===== src/rtl/cyclic_enc_pkg.sv =====
// cyclic_enc_pkg: shared state encoding, generator constants and counter sizing for cyclic_lfsr_encoder
package cyclic_enc_pkg;
  typedef enum logic [1:0] {IDLE, MSG, PAR} state_t;
  localparam logic [2:0] G_HAMMING_7_4 = 3'b011;
  localparam logic [3:0] G_HAMMING_15_11 = 4'b0011;
  function automatic int cnt_width(input int k, input int r);
    return $clog2((k > r ? k : r) + 1);
  endfunction
endpackage


===== src/rtl/lfsr_divider.sv =====
// lfsr_divider: R-bit remainder register (ports: clk, reset, clr, shift_fb, shift, din -> rem_next)
module lfsr_divider #(
  parameter int R_BITS = 3,
  parameter logic [R_BITS-1:0] GEN_POLY = 3'b011
) (
  input  logic clk,
  input  logic reset,
  input  logic clr,
  input  logic shift_fb,
  input  logic shift,
  input  logic din,
  output logic [R_BITS-1:0] rem_next
);
  logic [R_BITS-1:0] rem;
  logic fb;
  always_comb begin
    fb = din ^ rem[R_BITS-1];
    rem_next = clr ? '0 : shift_fb ? (rem << 1) ^ (fb ? GEN_POLY : '0) : shift ? rem << 1 : rem;
  end
  always_ff @(posedge clk) begin
    if (reset) rem <= '0;
    else rem <= rem_next;
  end
endmodule


===== src/rtl/cyclic_lfsr_encoder.sv =====
// cyclic_lfsr_encoder: systematic cyclic encoder, message in (in_valid/in_ready/in_msg), serial codeword out (out_valid/out_ready/out_bit/out_last), optional cw_valid/cw_data with CYCLIC_ENC_PARALLEL_EN
module cyclic_lfsr_encoder
  import cyclic_enc_pkg::*;
#(
  parameter int K_BITS = 4,
  parameter int R_BITS = 3,
  parameter logic [R_BITS-1:0] GEN_POLY = 3'b011
) (
  input  logic clk,
  input  logic reset,
  input  logic in_valid,
  output logic in_ready,
  input  logic [K_BITS-1:0] in_msg,
  output logic out_valid,
  input  logic out_ready,
  output logic out_bit,
  output logic out_last
`ifdef CYCLIC_ENC_PARALLEL_EN
  ,
  output logic cw_valid,
  output logic [K_BITS+R_BITS-1:0] cw_data
`endif
);
  localparam int N = K_BITS + R_BITS;
  localparam int CW = cnt_width(K_BITS, R_BITS);
  localparam logic [CW-1:0] K_LAST = CW'(K_BITS - 1);
  localparam logic [CW-1:0] R_LAST = CW'(R_BITS - 1);
  generate
    if (GEN_POLY[0] != 1'b1 || K_BITS < 1 || R_BITS < 2) begin : g_bad_cfg
      $error("cyclic_lfsr_encoder: need GEN_POLY[0]=1, K_BITS>=1, R_BITS>=2");
    end
  endgenerate
  state_t state, state_d;
  logic [CW-1:0] cnt, cnt_d;
  logic [K_BITS-1:0] msg_sr, msg_d;
  logic [R_BITS-1:0] rem_next;
  logic hs, fin, msg_end, accept;
  assign fin = state == PAR && cnt == R_LAST;
  // next message may be taken on the final parity beat, so in_ready follows out_ready there
  assign in_ready = !reset && (state == IDLE || (fin && out_ready));
  always_comb begin
    hs = state != IDLE && out_ready;
    msg_end = state == MSG && cnt == K_LAST;
    accept = in_valid && in_ready;
    state_d = accept ? MSG : (hs && msg_end) ? PAR : (hs && fin) ? IDLE : state;
    cnt_d = (accept || (hs && (msg_end || fin))) ? '0 : hs ? cnt + CW'(1) : cnt;
    msg_d = accept ? in_msg : (hs && state == MSG) ? msg_sr << 1 : msg_sr;
  end
  lfsr_divider #(.R_BITS(R_BITS), .GEN_POLY(GEN_POLY)) u_div (
    .clk(clk),
    .reset(reset),
    .clr(accept),
    .shift_fb(hs && state == MSG),
    .shift(hs && state == PAR),
    .din(out_bit),
    .rem_next(rem_next)
  );
  // outputs are registered from next-state values so they carry no decode logic
  always_ff @(posedge clk) begin
    if (reset) begin
      state <= IDLE;
      cnt <= '0;
      msg_sr <= '0;
      out_valid <= 1'b0;
      out_bit <= 1'b0;
      out_last <= 1'b0;
    end else begin
      state <= state_d;
      cnt <= cnt_d;
      msg_sr <= msg_d;
      out_valid <= state_d != IDLE;
      out_bit <= state_d == MSG ? msg_d[K_BITS-1] : state_d == PAR ? rem_next[R_BITS-1] : 1'b0;
      out_last <= state_d == PAR && cnt_d == R_LAST;
    end
  end
`ifdef CYCLIC_ENC_PARALLEL_EN
  logic [N-1:0] acc;
  always_ff @(posedge clk) begin
    if (reset) begin
      acc <= '0;
      cw_valid <= 1'b0;
      cw_data <= '0;
    end else begin
      cw_valid <= hs && fin;
      if (hs) acc <= {acc[N-2:0], out_bit};
      if (hs && fin) cw_data <= {acc[N-2:0], out_bit};
    end
  end
`endif
endmodule


===== config.mk =====
export PLATFORM = sky130hd
export DESIGN_NAME = cyclic_lfsr_encoder
export DESIGN_NICKNAME = d
export VERILOG_FILES = /design/src/rtl/cyclic_enc_pkg.sv /design/src/rtl/lfsr_divider.sv /design/src/rtl/cyclic_lfsr_encoder.sv
export SDC_FILE = /design/constraint.sdc
export NUM_CORES = 1
export LEC_CHECK = 0
export ABC_AREA = 1
export BUFFER_PORTS_ARGS = -buffer_cell sky130_fd_sc_hd__buf_2
export CORE_MARGIN = 2
export CORE_UTILIZATION = 45
export CTS_BUF_LIST = sky130_fd_sc_hd__clkbuf_8
export DETAILED_ROUTE_END_ITERATION = 8
export GPL_ROUTABILITY_DRIVEN = 0
export SLEW_MARGIN = 25
export SYNTH_ARGS = -nofsm -noshare
export SYNTH_HDL_FRONTEND = slang
export SYNTH_HIERARCHICAL = 1
export SYNTH_SLANG_ARGS = --single-unit
export TNS_END_PERCENT = 30

===== constraint.sdc =====
create_clock -name clk -period 2.1 [get_ports clk]
set_input_delay 0.315 -clock clk [delete_from_list [all_inputs] [get_ports clk]]
set_output_delay 0.315 -clock clk [all_outputs]
set_load 0.005 [all_outputs]

[Word level (Yosys, flattened, before mapping)]
Cells that the tools add are included.
W data, S select, Z words.
Cells by class
  add/subtract/negate cells: 1
  $mul: 0
  divide/modulo/power cells: 0
  magnitude comparators: 0
  eq/ne operators: 7
  shift-type cells: 0
  multiplexer cells: 13
  bitwise logic cells: 2
  reduce and logical (&&, ||, !) cells: 22
Operators by type and width (count)
  $mux W3: 5
  $logic_and A1 B1 Y1: 12
  $eq A3 B2 Y1 const B: 3
  $mux W2: 4
  $mux W4: 2
  $reduce_bool A2 Y1: 4
  $eq A2 B1 Y1 const B: 2
  $eq A2 B2 Y1 const B: 2
  $add A3 B1 Y3 const B: 1
  $logic_or A1 B1 Y1: 3
  $xor A3 B3 Y3: 1
  $logic_not A2 Y1: 1
  $mux W1: 2
  $reduce_or A2 Y1: 1
  $logic_not A1 Y1: 1
  $xor A1 B1 Y1: 1
Storage, ports and cells
  register bits after elaboration: 15
  latch bits: 0
  memory bits (writable): 0
  ROM bits: 0
  input port bits: 8
  output and inout port bits: 4
  logic and storage cells: 54
  memories kept: 0

[Longest topological paths before layout]
  depth after elaboration: 10
  gate-level depth with buffers: 13
  depth with buffers taken out: 13

[Hierarchy]
Netlist, hierarchy kept.
Modules (own cells, without submodules)
  cyclic_lfsr_encoder: times used 1, cells each 95, area each 701.9 µm², sequential area each 240.2 µm²
  lfsr_divider: times used 1, cells each 33, area each 193.9 µm², sequential area each 60.1 µm²

[Worst setup path before layout]
Ideal clock, no wire load.
  path kind: register to register
  start point: register state[0]
  end point: register out_bit
  library setup time: 112 ps
  data arrival time: 1357 ps
  slack: 631 ps
  stages on the path, launching flop included: 12
  path buffers: 0
  clock period less this slack: 1469 ps
  path through: dfxtp_1 -> inv_1 -> nand2_2 -> nand2_4 -> nor3_1 -> nor2_2 -> nor2_1 -> nor2_1 -> nand2_1 -> inv_1 -> nand3_1 -> nand2_1
On the way
  elaborated cells between the ends (all ways): 27
  classes of those cells: 4 x eq/ne; 10 x mux; 13 x reduce/logical
RTL lines
  start, declared: RTL line cyclic_lfsr_encoder.sv:33  | state_t state, state_d;
  start signal, assigned: RTL line cyclic_lfsr_encoder.sv:68  | state <= state_d;
  $eq A2 B2 Y1: RTL line cyclic_lfsr_encoder.sv:38, cyclic_lfsr_encoder.sv:54
  $logic_and A1 B1 Y1: RTL line cyclic_lfsr_encoder.sv:38  | assign fin = state == PAR && cnt == R_LAST;
  $logic_and A1 B1 Y1: RTL line cyclic_lfsr_encoder.sv:40  | assign in_ready = !reset && (state == IDLE || (fin && out_ready));
  $logic_or A1 B1 Y1: RTL line cyclic_lfsr_encoder.sv:40
  $logic_and A1 B1 Y1: RTL line cyclic_lfsr_encoder.sv:40
  $logic_and A1 B1 Y1: RTL line cyclic_lfsr_encoder.sv:44  | accept = in_valid && in_ready;
  $mux W3 *: RTL line lfsr_divider.sv:18  | rem_next = clr ? '0 : shift_fb ? (rem << 1) ^ (fb ? GEN_POLY : '0) : shift ? rem << 1 : rem;
  named net rem_next[2]: RTL line cyclic_lfsr_encoder.sv:36  | logic [R_BITS-1:0] rem_next;
  $mux W1 * (2 in series): RTL line cyclic_lfsr_encoder.sv:72  | out_bit <= state_d == MSG ? msg_d[K_BITS-1] : state_d == PAR ? rem_next[R_BITS-1] : 1'b0;
  end signal, assigned: RTL line cyclic_lfsr_encoder.sv:72
  end, declared: RTL line cyclic_lfsr_encoder.sv:16  | output logic out_bit,
Mark *: on every way through the listed nets, which the timed path passes. The rest lies on a longest branch. The select of a mux whose other input is x is not followed.
A chain may end at the register's enable or synchronous reset.

[Final worst setup path]
  start point: register cnt[0]
  end point: register out_bit
On the way
  elaborated cells between the ends (all ways): 19
  classes of those cells: 4 x eq/ne; 7 x mux; 8 x reduce/logical
RTL lines
  start, declared: RTL line cyclic_lfsr_encoder.sv:34  | logic [CW-1:0] cnt, cnt_d;
  start signal, assigned: RTL line cyclic_lfsr_encoder.sv:69  | cnt <= cnt_d;
  $eq A3 B2 Y1: RTL line cyclic_lfsr_encoder.sv:38
  $logic_and A1 B1 Y1: RTL line cyclic_lfsr_encoder.sv:38
  $logic_and A1 B1 Y1: RTL line cyclic_lfsr_encoder.sv:40
  $logic_or A1 B1 Y1: RTL line cyclic_lfsr_encoder.sv:40
  $logic_and A1 B1 Y1: RTL line cyclic_lfsr_encoder.sv:40
  $logic_and A1 B1 Y1: RTL line cyclic_lfsr_encoder.sv:44
  named net accept: RTL line cyclic_lfsr_encoder.sv:37  | logic hs, fin, msg_end, accept;
  $mux W3: RTL line lfsr_divider.sv:18
  named net rem_next[2]: RTL line cyclic_lfsr_encoder.sv:36
  $mux W1 (2 in series): RTL line cyclic_lfsr_encoder.sv:72
The timed path passes the listed nets, and every way through them passes these cells.

==> results.txt <==
Clock Skew = 0.00143 ns
endpoints failing setup = 0
final hold vios = 0
CP Launch Point = cnt[0]
CTS tree = built
crit-path most repeated cell = inv_1
CP max stage cell = dfxtp_1
Setup Slack @ Placement = 0.395 ns
R2R Path Start = cnt[0]
FF-to-FF path depth = 13
first-pass GRT wire length = 3.08 mm
RSZ-0062 raised after global routing = no
Cells after Synth = 126
Final period util = 0.814
Post-DP Area = 966 um^2
clk root buf = clkbuf_8
Setup TNS = 0 ns
DRT Pass-1 Iters = 4
data required time of the worst path = 2.24 ns
Vias = 791
Lkg Pwr = 0.488 nW
Slew headroom = 0.755
total track usage = 0.164
row count = 16
Hold WC Path Type = in -> reg
CTS max path bufs = 2
total routed wirelength = 1.66 mm
vias per inst = 4.74
max incr delay on CP = 0.31 ns
Slew Limit Fails = 0
grt ovf = 0
Power per Cell Area = 620 nW/um^2
DR WL/cell = 9.93 um
Clk pin slew, worst setup/hold paths = 0.06 ns
1st-iter DRT viols = 22
r2r endpoint = out_bit
synthesized cell area = 888 um^2
Post-CTS Hold Buffers = 0
fin area = 1010 um^2
CP Max Fanout = 13
initial core utilization = 0.467
Final HPWL DP = 1.26 mm
# fillers = 196
worst-path cell chain = inv_1, ha_1, inv_1, nor2_1, nand3_2, nand2_4, nand3_4, inv_1, nor2_1, nand2_1, inv_1, nand3_1, nand2_1
Post-layout nets = 152
H-tree depth = 1
Die Span X = 48.4 um
clk_lat worst skew = 0.24 ns
# IOs = 12
Worst path depth = 13
Layout Area Growth over Synthesis = 13.8%
Max-cap violations = 0
Residual DRC = 0
Final WS setup = 0.390 ns
Worst EP arrival = 1.85 ns
fin crit period = 1.71 ns
hold slack = 0.319 ns
total CTS buffers = 3
CP top delay family = simple AND/OR/NAND/NOR gates
CP bufs+invs = 4
CP endpoint = out_bit
highest clock rate = 0.585 GHz
Synth warnings = 6
Resized Gates After CTS = 0
final antenna-violating net count = 0
critical path type = reg -> reg
Mapped Nets = 137
peak supply drop = 0.000381 V
initial antenna violation count = 0
port bufs = 11
n_diodes = 0
startpoint class of the critical path = register
share of layout cells above drive strength 1 = 0.279
Setup Buffers After CTS = 0
CP Capture Type = register
clk sinks = 15
full die area = 2350 um^2
Slew @ Worst Pin = 0.365 ns
Die Ht = 48.4 um
status = finished, final reports clean
r2r setup slk = 0.39 ns
vias in the first global route = 709
Syn Area/Cell = 7.05 um^2
largest net degree at the start of global routing = 14
Core ar. = 1900 um^2
placed cells by master (no fill, tap or decap), types with 2 or more instances in the layout:
cell type and n:
nand3_2 3, nor3_1 2, a21oi_1 4, nor2_1 14
nand3_1 10, nand2_1 27, nor2_2 3, nand4_1 4
o21ai_0 2, inv_2 6, clkbuf_8 3, inv_1 17
dfxtp_1 15, nand2_2 3, nand2_4 2, ha_1 3
a21oi_2 5, buf_2 11
worst register-to-register path: cells and delay by family, from the launching register on:
family | cells | cell delay [ns]
buffers and inverters | 4 | 0.35
adder cells (fa/ha/maj) | 1 | 0.15
flip-flops | 1 | 0.31
AND/OR/NAND/NOR | 8 | 0.81
power breakdown:
part           switching [mW]  leakage [nW]  internal, mW
Sequential            0.00936         0.122         0.298
Combinational          0.0557         0.339        0.0355
Clock                  0.0994        0.0269         0.129
Total                   0.164         0.488         0.463
flip-flops by register name (all words and copies together), names as in the netlist:
name       count
cnt            3
msg_sr         4
out_bit        1
out_last       1
out_valid      1
state          2
u_div/rem      3
layer usage:
metal  part of all wire  GRT usage  up-vias
li1                   -          -      427
met1               0.50      0.232      352
met2               0.47      0.255       10
met3              0.026     0.0278        2
met4             0.0078     0.0571        0
met5                  0          0        -
metrics by stage:
stage / std cells / util / power (mW)
6_report: 167 / 0.532 / 0.627
3_3_place_gp: 163 / 0.508 / 0.404
5_1_grt: 167 / 0.532 / 0.664
2_1_floorplan: 126 / - / 0.381
3_5_place_dp: 163 / 0.508 / 0.405
4_1_cts: 167 / 0.532 / 0.635
worst min-delay path by stage:
stage	slack, ns	start	depth (start not counted)	to
final	0.32	in_msg[0]	3	msg_sr[0]
after global routing	0.35	in_msg[3]	3	msg_sr[3]
after CTS	0.32	in_msg[0]	3	msg_sr[0]
after detailed placement	0.48	msg_sr[0]	2	msg_sr[0]
after global placement	0.48	msg_sr[0]	2	msg_sr[0]
after floorplan	0.38	reset	1	u_div/rem[1]
cell type report:
| class | count | area [um^2] | area share |
|---|---|---|---|
| multi-input combinational | 87 | 487 | 0.481 |
| sequential | 15 | 300 | 0.297 |
| inverter | 22 | 82.6 | 0.0817 |
| timing repair buffer | 12 | 62.6 | 0.0619 |
| clock buffer | 3 | 41.3 | 0.0408 |
| tap | 27 | 33.8 | 0.0334 |
| clock inverter | 1 | 3.75 | 0.00371 |
No activity file was read; power rests on OpenSTA's default activity.
